File: src/rtl/wb_stage_pipe_pkg.sv
// Shared encodings and defaults for the MEM/WB writeback stage.
package wb_pkg;

   localparam int DATA_W_DEF  = 32;
   localparam int RADDR_W_DEF = 5;

   // Writeback source select; the reserved code falls back to the ALU path.
   typedef enum logic [1:0] {
      WB_SEL_ALU  = 2'd0,
      WB_SEL_MEM  = 2'd1,
      WB_SEL_LINK = 2'd2,
      WB_SEL_RSVD = 2'd3
   } wb_sel_e;

   // Load width/sign encodings; unlisted codes behave as a full word load.
   typedef enum logic [2:0] {
      LD_LW  = 3'd0,
      LD_LB  = 3'd1,
      LD_LBU = 3'd2,
      LD_LH  = 3'd3,
      LD_LHU = 3'd4
   } load_type_e;

   // Extend an 8-bit lane to 32 bits, signed or unsigned.
   function automatic logic [31:0] ext_byte(input logic [7:0] b, input logic sgn);
      ext_byte = {{24{sgn & b[7]}}, b};
   endfunction

   // Extend a 16-bit lane to 32 bits, signed or unsigned.
   function automatic logic [31:0] ext_half(input logic [15:0] h, input logic sgn);
      ext_half = {{16{sgn & h[15]}}, h};
   endfunction

endpackage

File: src/rtl/wb_stage_pipe_load_align.sv
// Combinational little-endian sub-word alignment and misalignment detection.
module load_align
   import wb_pkg::*;
#(
   parameter int DATA_W = DATA_W_DEF
) (
   input  logic [DATA_W-1:0] mem_rdata_i,
   input  logic [2:0]        load_type_i,
   input  logic [1:0]        byte_off_i,
   output logic [DATA_W-1:0] rdata_o,
   output logic              misalign_o
);

   logic [7:0]  byte_s;
   logic [15:0] half_s;

   // Pick the addressed byte lane and half lane from the raw word.
   always_comb begin
      byte_s = mem_rdata_i[{byte_off_i, 3'b000} +: 8];
      if (byte_off_i[1]) begin
         half_s = mem_rdata_i[31:16];
      end else begin
         half_s = mem_rdata_i[15:0];
      end
   end

   // Extend the selected lane and flag accesses that break natural alignment.
   always_comb begin
      rdata_o    = mem_rdata_i;
      misalign_o = 1'b0;
      case (load_type_i)
         LD_LB: begin
            rdata_o    = ext_byte(byte_s, 1'b1);
            misalign_o = 1'b0;
         end
         LD_LBU: begin
            rdata_o    = ext_byte(byte_s, 1'b0);
            misalign_o = 1'b0;
         end
         LD_LH: begin
            rdata_o    = ext_half(half_s, 1'b1);
            misalign_o = byte_off_i[0];
         end
         LD_LHU: begin
            rdata_o    = ext_half(half_s, 1'b0);
            misalign_o = byte_off_i[0];
         end
         default: begin
            rdata_o    = mem_rdata_i;
            misalign_o = (byte_off_i != 2'b00);
         end
      endcase
   end

endmodule

File: src/rtl/wb_stage_pipe.sv
// MEM/WB pipeline register: writeback source mux, load alignment, retire counter.
module wb_stage_pipe
   import wb_pkg::*;
#(
   parameter int DATA_W  = DATA_W_DEF,
   parameter int RADDR_W = RADDR_W_DEF,
   parameter int CNT_W   = 32
) (
   input  logic               clk,
   input  logic               rst,
   input  logic               stall_wb,
   input  logic               flush_wb,
   input  logic               valid_mem,
   input  logic               wreg_mem,
   input  logic [1:0]         wb_sel_mem,
   input  logic [2:0]         load_type_mem,
   input  logic [1:0]         byte_off_mem,
   input  logic [DATA_W-1:0]  mem_rdata_mem,
   input  logic [DATA_W-1:0]  alu_result_mem,
   input  logic [DATA_W-1:0]  link_pc_mem,
   input  logic [RADDR_W-1:0] wt_addr_mem,
   output logic               wreg_wb,
   output logic [RADDR_W-1:0] wt_addr_wb,
   output logic [DATA_W-1:0]  wt_data_wb,
   output logic               valid_wb,
   output logic               misalign_wb,
   output logic [CNT_W-1:0]   retired_cnt
);

   logic [DATA_W-1:0]  aligned_s;
   logic               align_mis_s;
   logic [DATA_W-1:0]  sel_data_s;
   logic               misalign_s;

   logic               valid_q,    valid_d;
   logic               wreg_q,     wreg_d;
   logic [RADDR_W-1:0] addr_q,     addr_d;
   logic [DATA_W-1:0]  data_q,     data_d;
   logic               misalign_q, misalign_d;
   logic [CNT_W-1:0]   cnt_q,      cnt_d;

   load_align #(
      .DATA_W (DATA_W)
   ) u_load_align (
      .mem_rdata_i (mem_rdata_mem),
      .load_type_i (load_type_mem),
      .byte_off_i  (byte_off_mem),
      .rdata_o     (aligned_s),
      .misalign_o  (align_mis_s)
   );

   // Writeback source mux; misalignment only matters for real memory-sourced writebacks.
   always_comb begin
      case (wb_sel_mem)
         WB_SEL_MEM:  sel_data_s = aligned_s;
         WB_SEL_LINK: sel_data_s = link_pc_mem;
         default:     sel_data_s = alu_result_mem;
      endcase
      if (valid_mem && (wb_sel_mem == WB_SEL_MEM)) begin
         misalign_s = align_mis_s;
      end else begin
         misalign_s = 1'b0;
      end
   end

   // Next-state for the WB register: flush beats stall beats load.
   always_comb begin
      if (flush_wb) begin
         valid_d    = 1'b0;
         wreg_d     = 1'b0;
         addr_d     = {RADDR_W{1'b0}};
         data_d     = {DATA_W{1'b0}};
         misalign_d = 1'b0;
      end else if (stall_wb) begin
         valid_d    = valid_q;
         wreg_d     = wreg_q;
         addr_d     = addr_q;
         data_d     = data_q;
         misalign_d = misalign_q;
      end else begin
         valid_d    = valid_mem;
         wreg_d     = wreg_mem & valid_mem & (wt_addr_mem != {RADDR_W{1'b0}}) & ~misalign_s;
         addr_d     = wt_addr_mem;
         data_d     = sel_data_s;
         misalign_d = misalign_s;
      end
   end

   // Retire counter: the instruction in WB retires on any non-stalled edge, wrapping freely.
   always_comb begin
      if (valid_q && !stall_wb) begin
         cnt_d = cnt_q + {{(CNT_W-1){1'b0}}, 1'b1};
      end else begin
         cnt_d = cnt_q;
      end
   end

   // State registers with synchronous reset taking precedence over everything.
   always_ff @(posedge clk) begin
      if (rst) begin
         valid_q    <= 1'b0;
         wreg_q     <= 1'b0;
         addr_q     <= {RADDR_W{1'b0}};
         data_q     <= {DATA_W{1'b0}};
         misalign_q <= 1'b0;
         cnt_q      <= {CNT_W{1'b0}};
      end else begin
         valid_q    <= valid_d;
         wreg_q     <= wreg_d;
         addr_q     <= addr_d;
         data_q     <= data_d;
         misalign_q <= misalign_d;
         cnt_q      <= cnt_d;
      end
   end

   assign valid_wb    = valid_q;
   assign wreg_wb     = wreg_q;
   assign wt_addr_wb  = addr_q;
   assign wt_data_wb  = data_q;
   assign misalign_wb = misalign_q;
   assign retired_cnt = cnt_q;

endmodule

File: config.mk
export PLATFORM = sky130hd
export DESIGN_NAME = wb_stage_pipe
export DESIGN_NICKNAME = d
export VERILOG_FILES = /design/src/rtl/wb_stage_pipe_pkg.sv /design/src/rtl/wb_stage_pipe_load_align.sv /design/src/rtl/wb_stage_pipe.sv
export SDC_FILE = /design/constraint.sdc
export NUM_CORES = 1
export LEC_CHECK = 0
export CAP_MARGIN = 0
export CELL_PAD_IN_SITES_DETAIL_PLACEMENT = 1
export CELL_PAD_IN_SITES_GLOBAL_PLACEMENT = 2
export CORE_MARGIN = 5
export CORE_UTILIZATION = 25
export CTS_CLUSTER_DIAMETER = 40
export CTS_CLUSTER_SIZE = 16
export DETAILED_ROUTE_END_ITERATION = 8
export PLACE_DENSITY_LB_ADDON = 0.1
export SETUP_SLACK_MARGIN = 0.2
export SLEW_MARGIN = 20
export SYNTH_ARGS = -nofsm -noshare
export SYNTH_HDL_FRONTEND = slang
export SYNTH_HIERARCHICAL = 1
export SYNTH_SLANG_ARGS = --single-unit
export TNS_END_PERCENT = 10
File: constraint.sdc
create_clock -name clk -period 6.7 [get_ports clk]
set_input_delay 1.34 -clock clk [delete_from_list [all_inputs] [get_ports clk]]
set_output_delay 1.34 -clock clk [all_outputs]
set_load 0.01 [all_outputs]
==> impl_metrics.json, run 1 <==
{
  "hold_buffers": 0,
  "crit_path_top_delay_cell": "clkdlybuf4s50_1",
  "pin_count": 186,
  "yosys_warnings": 6,
  "synth-async-reset-ratio": 0,
  "hold_viol": 0,
  "crit_path_frequent_cell": "nand2_1",
  "n_antenna_cell": 0,
  "port_buffers": 185,
  "firstDrtPassIters": 4,
  "relSlewSlack": 0.315,
  "setup_tns_ps": 0,
  "yosys.area.top_type": "dfxtp_1",
  "critPathKind": "in2reg",
  "rr_worst_depth": 5,
  "fin_crit_sh": 0.619,
  "fmax_mhz": 241,
  "antenna_found_initial": 2,
  "synth_top_area_share": 0.322,
  "die_area_mm2": 0.0207,
  "netlist_top_cells_area": "dfxtp_1, nor2b_1, a221oi_1, a21oi_1, nor2_1",
  "cts_sinks": 72,
  "arrival_ps": 4330,
  "grt_pass1_vias": 5229,
  "critical_path.startpoint": "load_type_mem[0]",
  "hold_path_class": "reg2reg",
  "p_leak_nw": 2.43,
  "crit_end": "wt_data_wb[21]",
  "num-fill-cells": 2114,
  "syn_avg_cell_area_um2": 7.58,
  "status": "finished, final reports clean",
  "rsz0062_at_grt": "false",
  "grt_max_degree": 78,
  "synth_cells": 591,
  "worstSetupEndpointType": "flop",
  "cts_buffers": 9,
  "cp_slowest_stage_delay_ps": 920,
  "hpwlAfterDp_mm": 14.5,
  "r2r_end": "retired_cnt[22]",
  "wirelength_mm": 18.9,
  "power.density_mw_per_mm2": 179,
  "dr_total_vias": 4989,
  "layout_common_cells": "clkdlybuf4s50_1, dfxtp_1, nor2_1",
  "synthDistinctLibCells": 47,
  "peakVddDrop_uv": 114,
  "viasPerCell": 5.14,
  "grtUsageMet3": 0.0542,
  "drt-initial-drc-count": 210,
  "cts_resized": 0,
  "clkTransAtPathRegs_ps": 60,
  "grt_first_pass_wirelength_mm": 28.9,
  "ys_seq_area_frac": 0.322,
  "crit_required_ps": 6890,
  "clk_latency_ps": 340,
  "synth.net_count": 708,
  "cp-start-kind": "input port",
  "core_mm2": 0.0178,
  "synth-edff-count": 0,
  "clock-root-buffer": "clkbuf_16",
  "regToRegSetupSlack_ps": 4200,
  "met1_usage": 0.217,
  "seq_area_mm2": 0.00144,
  "cts_setup_buffers": 0,
  "placed_area_mm2": 0.00642,
  "final_common_cell": "clkdlybuf4s50_1",
  "drc": 0,
  "critPathMaxFanout": 29,
  "cp_cell_sequence": "clkdlybuf4s50_1, or2_2, nand2_1, nand2_1, a21o_1, a221oi_1, nor3_1, a21oi_1, nor2_1",
  "finClkSkew_ps": 5.70,
  "cts_max_path_buffers": 2,
  "drive_gt1_frac": 0.0431,
  "cts_tree": "yes",
  "start_util": 0.252,
  "ant_nets": 0,
  "r2r_start": "retired_cnt[0]",
  "gp_congestion": 0.841,
  "multi_input_area_mm2": 0.00279,
  "cap_viol_max_count": 0,
  "setup_viol": 0,
  "overflow": 0,
  "row_count": 49,
  "die_h_um": 144,
  "htree_levels": 3,
  "syn_area_mm2": 0.00448,
  "synth_flop_cell": "dfxtp_1",
  "nets": 854,
  "wl_per_cell_um": 19.4,
  "utilization": 0.378,
  "tightestPinTransition_ps": 1030,
  "synth-seq-cells": 72,
  "stdcell_area_mm2": 0.00673,
  "use_met2": 0.313,
  "period_minus_slack_ps": 4140,
  "grt-busiest-layer": "met2",
  "final-max-slew-violation-count": 0,
  "die_x_um": 144,
  "syn_to_final_growth_pct": 50.2,
  "grt_usage": 0.179
}
## cell families (layout without fill, tap and decap cells)
family,count (synthesis),after routing,synth area share
AOI/OAI and AO/OA,163,163,0.246
xor gates and xnor gates,13,13,0.0254
adders and majority gates,3,3,0.00838
buffers and inverters,63,214,0.0575
DFF,72,72,0.322
muxes,19,19,0.0464
and+or+nand+nor,258,258,0.295
## Yosys cell counts (all sizes together) (5+ instances only)
master	instances
a21o	16
a21oi	52
a221o	8
a221oi	32
a22oi	7
buf	15
clkbuf	39
dfxtp	72
inv	9
mux2i	14
nand2	40
nand3	16
nor2	69
nor2b	49
nor3	38
nor4	6
o21ai	28
o31ai	11
or3	5
or4	12
xnor2	9
## layer usage
layer  up-vias  share of wire
li1       2444              -
met1      2397           0.43
met2       127           0.49
met3        17          0.064
met4         4          0.010
met5         -         0.0014
## critical path, delay by kind of cell
family	cells	cell delay, ps
AND/OR/NAND/NOR	5	1230
buffers and inverters	1	920
AO/OA/AOI/OAI	3	840
## how the worst min path moves through the flow
stage	startpoint	to	slack (ps)	depth (start not counted)
floorplan	wreg_wb	wreg_wb	490	2
global placement	wreg_wb	wreg_wb	450	2
detailed placement	wreg_wb	wreg_wb	460	2
CTS	wreg_wb	wreg_wb	470	2
global route	wt_data_wb[19]	wt_data_wb[19]	530	2
finish	wreg_wb	wreg_wb	470	2
## power breakdown
part           internal [mW]  total (mW)  switching (mW)
clock                  0.290       0.488           0.198
combinational          0.138       0.270           0.132
sequential             0.438       0.444         0.00646
total                  0.866        1.20           0.336
## area by class of cell
cell class                      instances  area share
Sequential cell                        72       0.214
Timing Repair Buffer                  189       0.279
Clock inverter                          6      0.0100
Tap cell                              229      0.0426
Inverter                                9     0.00502
Multi-Input combinational cell        456       0.415
Clock buffer                           10      0.0340
## metrics by stage
stage	hold WS (ps)	total power, mW	std cells	setup WS, ps
floorplan	486	0.591	591	3390
global placement	451	0.721	955	2100
detailed placement	463	0.724	955	2170
global route	525	1.26	971	2290
finish	472	1.20	971	2560
CTS	472	1.22	971	2510
## flip-flops by register name, summed over array words and instances (netlist names)
name         count
wt_addr_wb       5
misalign_wb      1
wreg_wb          1
wt_data_wb      32
retired_cnt     32
valid_wb         1
Power figures use the tool's default switching activity.
==> run 2: changes to the inputs <==
CORE_UTILIZATION = 21   (was 25)
clock period = 3.5 ns   (was 6.7 ns; I/O delays follow)
==> impl_metrics.json, run 2 (synthesized netlist as in run 1, its figures left out) <==
{
  "die_area_mm2": 0.0244,
  "cts_tree": "yes",
  "seq_area_mm2": 0.00144,
  "peakVddDrop_uv": 161,
  "grt_pass1_vias": 5496,
  "cts_setup_buffers": 0,
  "cts_sinks": 72,
  "met1_usage": 0.190,
  "hpwlAfterDp_mm": 15.7,
  "finClkSkew_ps": 8.00,
  "clkTransAtPathRegs_ps": 60,
  "dp_slack_ps": 59.7,
  "grt_max_degree": 76,
  "use_met2": 0.282,
  "cts_max_path_buffers": 2,
  "grtUsageMet3": 0.0519,
  "clk_latency_ps": 340,
  "pwr-share-seq": 0.356,
  "cts_resized": 0,
  "postLayoutSetupSlackWorst_ps": 364,
  "fin_crit_sh": 0.896,
  "hold_path_class": "reg2reg",
  "ant_nets": 0,
  "cp_slowest_stage_delay_ps": 540,
  "firstDrtPassIters": 4,
  "syn_to_final_growth_pct": 54.3,
  "viasPerCell": 4.96,
  "die_x_um": 156,
  "power.density_mw_per_mm2": 345,
  "drive_gt1_frac": 0.0557,
  "gp_congestion": 0.872,
  "overflow": 0,
  "core_mm2": 0.0210,
  "grt-busiest-layer": "met2",
  "critPathKind": "in2reg",
  "swShare": 0.263,
  "setup_viol": 0,
  "worstSetupEndpointType": "flop",
  "htree_levels": 3,
  "placed_area_mm2": 0.00659,
  "grt_usage": 0.162,
  "status": "finished, final reports clean",
  "cts_buffers": 9,
  "critPathMaxFanout": 9,
  "hold_buffers": 0,
  "hold_viol": 0,
  "utilization": 0.329,
  "clock-root-buffer": "clkbuf_16",
  "drt-initial-drc-count": 242,
  "dp.cells": 1013,
  "p_switching_mw": 0.626,
  "num-fill-cells": 2479,
  "p_leak_nw": 2.50,
  "pin_count": 186,
  "port_buffers": 185,
  "multi_input_area_mm2": 0.00279,
  "setup_tns_ps": 0,
  "die_h_um": 156,
  "nets": 866,
  "wl_per_cell_um": 19.3,
  "dr_total_vias": 5104,
  "rsz0062_at_grt": "false",
  "relSlewSlack": 0.425,
  "start_util": 0.213,
  "tightestPinTransition_ps": 862,
  "row_count": 53,
  "cp_cell_sequence": "clkdlybuf4s50_1, mux4_2, and2_4, o31a_1, a211o_1, a221oi_1, nor3_1, a21oi_1, nor2_1",
  "antenna_found_initial": 5,
  "clkPwrFrac": 0.419,
  "cp-start-kind": "input port",
  "stdcell_area_mm2": 0.00691,
  "grt_first_pass_wirelength_mm": 30.7,
  "crit_required_ps": 3730,
  "combPwrFrac": 0.224,
  "wirelength_mm": 19.9,
  "final-max-slew-violation-count": 0,
  "final_common_cell": "clkdlybuf4s50_1",
  "layout_common_cells": "clkdlybuf4s50_1, dfxtp_1, nor2_1",
  "drc": 0,
  "power.internal_mw": 1.76,
  "crit_path_top_delay_cell": "mux4_2",
  "arrival_ps": 3370,
  "cap_viol_max_count": 0,
  "fmax_mhz": 319,
  "stdcell_count": 1030,
  "period_minus_slack_ps": 3140
}
[run 2: cell types whose count changed in the layout (fill, tap and decap cells not counted)]
cell	previous run	this run
diode_2	0	1
clkinv_4	1	0
clkbuf_1	1	3
clkbuf_8	0	1
bufinv_16	1	2
buf_12	0	1
buf_4	4	15
inv_6	1	0
clkinvlp_4	2	0
[run 2: final timing paths]
kind | slack, ps | depth (start not counted) | startpoint | to
worst max-delay path | 360 | 9 | mem_rdata_mem[31] | wt_data_wb[15]
worst min register to register | 490 | 2 | wt_data_wb[16] | wt_data_wb[16]
worst min-delay path | 490 | 2 | wt_data_wb[16] | wt_data_wb[16]
worst max register to register | 1020 | 5 | retired_cnt[0] | retired_cnt[22]
[run 2: layer usage]
layer / up-vias / wire, um / part of all wire
li1: 2463 / - / -
met1: 2459 / 8220 / 0.41
met2: 144 / 9780 / 0.49
met3: 30 / 1510 / 0.076
met4: 8 / 328 / 0.016
met5: - / 57 / 0.0029
[run 2: final cells by class]
| cell class | count | share of cell area |
|---|---|---|
| multi-input combinational | 456 | 0.404 |
| timing repair buffer | 201 | 0.286 |
| sequential | 72 | 0.209 |
| tap | 275 | 0.0498 |
| clock buffer | 13 | 0.0362 |
| clock inverter | 3 | 0.00942 |
| inverter | 9 | 0.00489 |
| antenna | 1 | 0.000362 |
[run 2: worst max-delay path, delay by kind of cell]
family	cells	cell delay, ps
mux	1	540
simple gates	3	370
buf+inv	1	510
compound gates	4	1240
[run 2: power by group through the flow]
| stage | logic (mW) | registers, mW | clock network, mW |
|---|---|---|---|
| floorplan | 0.257 | 0.873 | 0 |
| global placement | 0.532 | 0.867 | 0 |
| detailed placement | 0.539 | 0.868 | 0 |
| CTS | 0.542 | 0.850 | 1.04 |
| global route | 0.587 | 0.851 | 1.07 |
| finish | 0.535 | 0.850 | 0.999 |
[run 2: metrics by stage]
step	hold WS [ps]	power (mW)
3_5_place_dp	481	1.41
6_report	493	2.38
4_1_cts	496	2.43
3_3_place_gp	468	1.40
2_1_floorplan	486	1.13
5_1_grt	519	2.51
==> run 3: changes to the inputs <==
ABC_CLOCK_PERIOD_IN_PS = 3500   (was default)
SETUP_SLACK_MARGIN = 0.1   (was 0.2)
SYNTH_HIERARCHICAL = default   (was 1)
==> impl_metrics.json, run 3 <==
{
  "status": "finished, final reports clean",
  "pin_count": 186,
  "p_leak_nw": 2.50,
  "yosysMostFrequentCell": "dfxtp_1",
  "port_buffers": 185,
  "cp_cell_sequence": "clkdlybuf4s50_1, inv_1, ha_1, inv_1, o211ai_1, a211oi_1, or4_1",
  "synth_flop_cell": "dfxtp_1",
  "critPathTopFamily": "buffers and inverters",
  "layout_common_cells": "clkdlybuf4s50_1, dfxtp_1, nor2_1",
  "finClkSkew_ps": 6.52,
  "total_power_mw": 2.24,
  "ys_seq_area_frac": 0.336,
  "clock-root-buffer": "clkbuf_16",
  "synth.net_count": 624,
  "cap_viol_max_count": 0,
  "yosys.area.top_type": "dfxtp_1",
  "die_h_um": 153,
  "synth_cells": 507,
  "fmax_mhz": 368,
  "core_mm2": 0.0202,
  "firstDrtPassIters": 4,
  "final-max-slew-violation-count": 0,
  "stdcell_count": 960,
  "dp.cells": 943,
  "num-fill-cells": 2369,
  "critPathKind": "in2reg",
  "syn_area_mm2": 0.00429,
  "overflow": 0,
  "gp_congestion": 0.804,
  "drc": 0,
  "crit_path_frequent_cell": "inv_1",
  "nets": 801,
  "drt-initial-drc-count": 117,
  "placed_area_mm2": 0.00643,
  "setup_tns_ps": 0,
  "ant_nets": 0,
  "viasPerCell": 4.74,
  "cts_sinks": 72,
  "grt_first_pass_wirelength_mm": 29.4,
  "synth-seq-cells": 72,
  "crit_required_ps": 3710,
  "stdcell_area_mm2": 0.00672,
  "grt_max_degree": 34,
  "relSlewSlack": 0.557,
  "grt_pass1_vias": 5094,
  "cts_setup_buffers": 0,
  "rsz0062_at_grt": "false",
  "arrival_ps": 2930,
  "cts_tree": "yes",
  "tightestPinTransition_ps": 660,
  "cts_buffers": 9,
  "synth-edff-count": 0,
  "yosys_warnings": 0,
  "antenna_found_initial": 4,
  "syn_avg_cell_area_um2": 8.46,
  "final_common_cell": "clkdlybuf4s50_1",
  "crit_buf_inv": 3,
  "clkTransAtPathRegs_ps": 70,
  "drive_gt1_frac": 0.0914,
  "power.density_mw_per_mm2": 333,
  "hold_viol": 0,
  "synth-async-reset-ratio": 0,
  "netlist_top_cells_area": "dfxtp_1, o21ai_0, nor2_1, xor2_1, a21o_1",
  "grt_usage": 0.160,
  "peakVddDrop_uv": 205,
  "cp-start-kind": "input port",
  "die_area_mm2": 0.0234,
  "die_x_um": 153,
  "syn_to_final_growth_pct": 56.5,
  "cts_max_path_buffers": 2,
  "period_minus_slack_ps": 2720,
  "clk_latency_ps": 340,
  "synth_common_cells": "dfxtp_1, nor2_1, o21ai_0",
  "hpwlAfterDp_mm": 14.6,
  "worstSetupEndpointType": "flop",
  "start_util": 0.213,
  "hold_buffers": 0,
  "row_count": 52,
  "cts_resized": 0,
  "critPathMaxFanout": 13,
  "hold_path_class": "reg2reg",
  "htree_levels": 3,
  "wl_per_cell_um": 19.7,
  "cp_slowest_stage_delay_ps": 620,
  "setup_viol": 0,
  "synthDistinctLibCells": 59,
  "synth_top_area_share": 0.336,
  "dr_total_vias": 4553,
  "wirelength_mm": 18.9,
  "fin_crit_sh": 0.776,
  "crit_path_top_delay_cell": "ha_1"
}
run 3: layout make-up:
class                   instances  area, um2  area share
multi-input cells             393       2640       0.393
repair buffers                201       1980       0.295
flip-flops and latches         72       1440       0.215
well taps                     270        338      0.0503
clock buffers                   9        225      0.0335
clock inverters                 7       60.1     0.00894
inverters                       7       26.3     0.00391
diodes                          1       2.50    0.000373
run 3: path summary, 6_finish.rpt:
kind / start / to / slack [ps] / cells past startpoint
worst max-delay path: wb_sel_mem[0] / wt_data_wb[3] / 780 / 7
worst min-delay path: wt_data_wb[25] / wt_data_wb[25] / 450 / 1
worst max register to register: retired_cnt[0] / retired_cnt[22] / 1500 / 6
worst min register to register: wt_data_wb[25] / wt_data_wb[25] / 450 / 1
run 3: report_power, final:
part / switching, mW / internal, mW
Combinational: 0.236 / 0.240
Clock: 0.415 / 0.493
Sequential: 0.0142 / 0.838
Total: 0.664 / 1.57
run 3: cells by family after synthesis:
logic type / synth area share
AND/OR/NAND/NOR: 0.249
AO/OA/AOI/OAI: 0.248
flip-flops: 0.336
buffers and inverters: 0.0496
XOR/XNOR: 0.0633
multiplexers: 0.0452
adder cells (fa/ha/maj): 0.00875
run 3: stage by stage:
| step | utilization | hold slack [ps] | worst slack [ps] |
|---|---|---|---|
| detailed placement | 0.319 | 444 | 466 |
| global placement | 0.319 | 434 | 477 |
| CTS | 0.333 | 461 | 808 |
| global route | 0.333 | 486 | 618 |
| finish | 0.333 | 455 | 783 |
| floorplan | - | 471 | 1370 |
run 3: layer usage:
layer | GRT usage | part of all wire | vias up
li1 | - | - | 2218
met1 | 0.198 | 0.44 | 2162
met2 | 0.271 | 0.48 | 139
met3 | 0.0478 | 0.067 | 26
met4 | 0.0412 | 0.012 | 8
met5 | 0 | 0.0024 | -
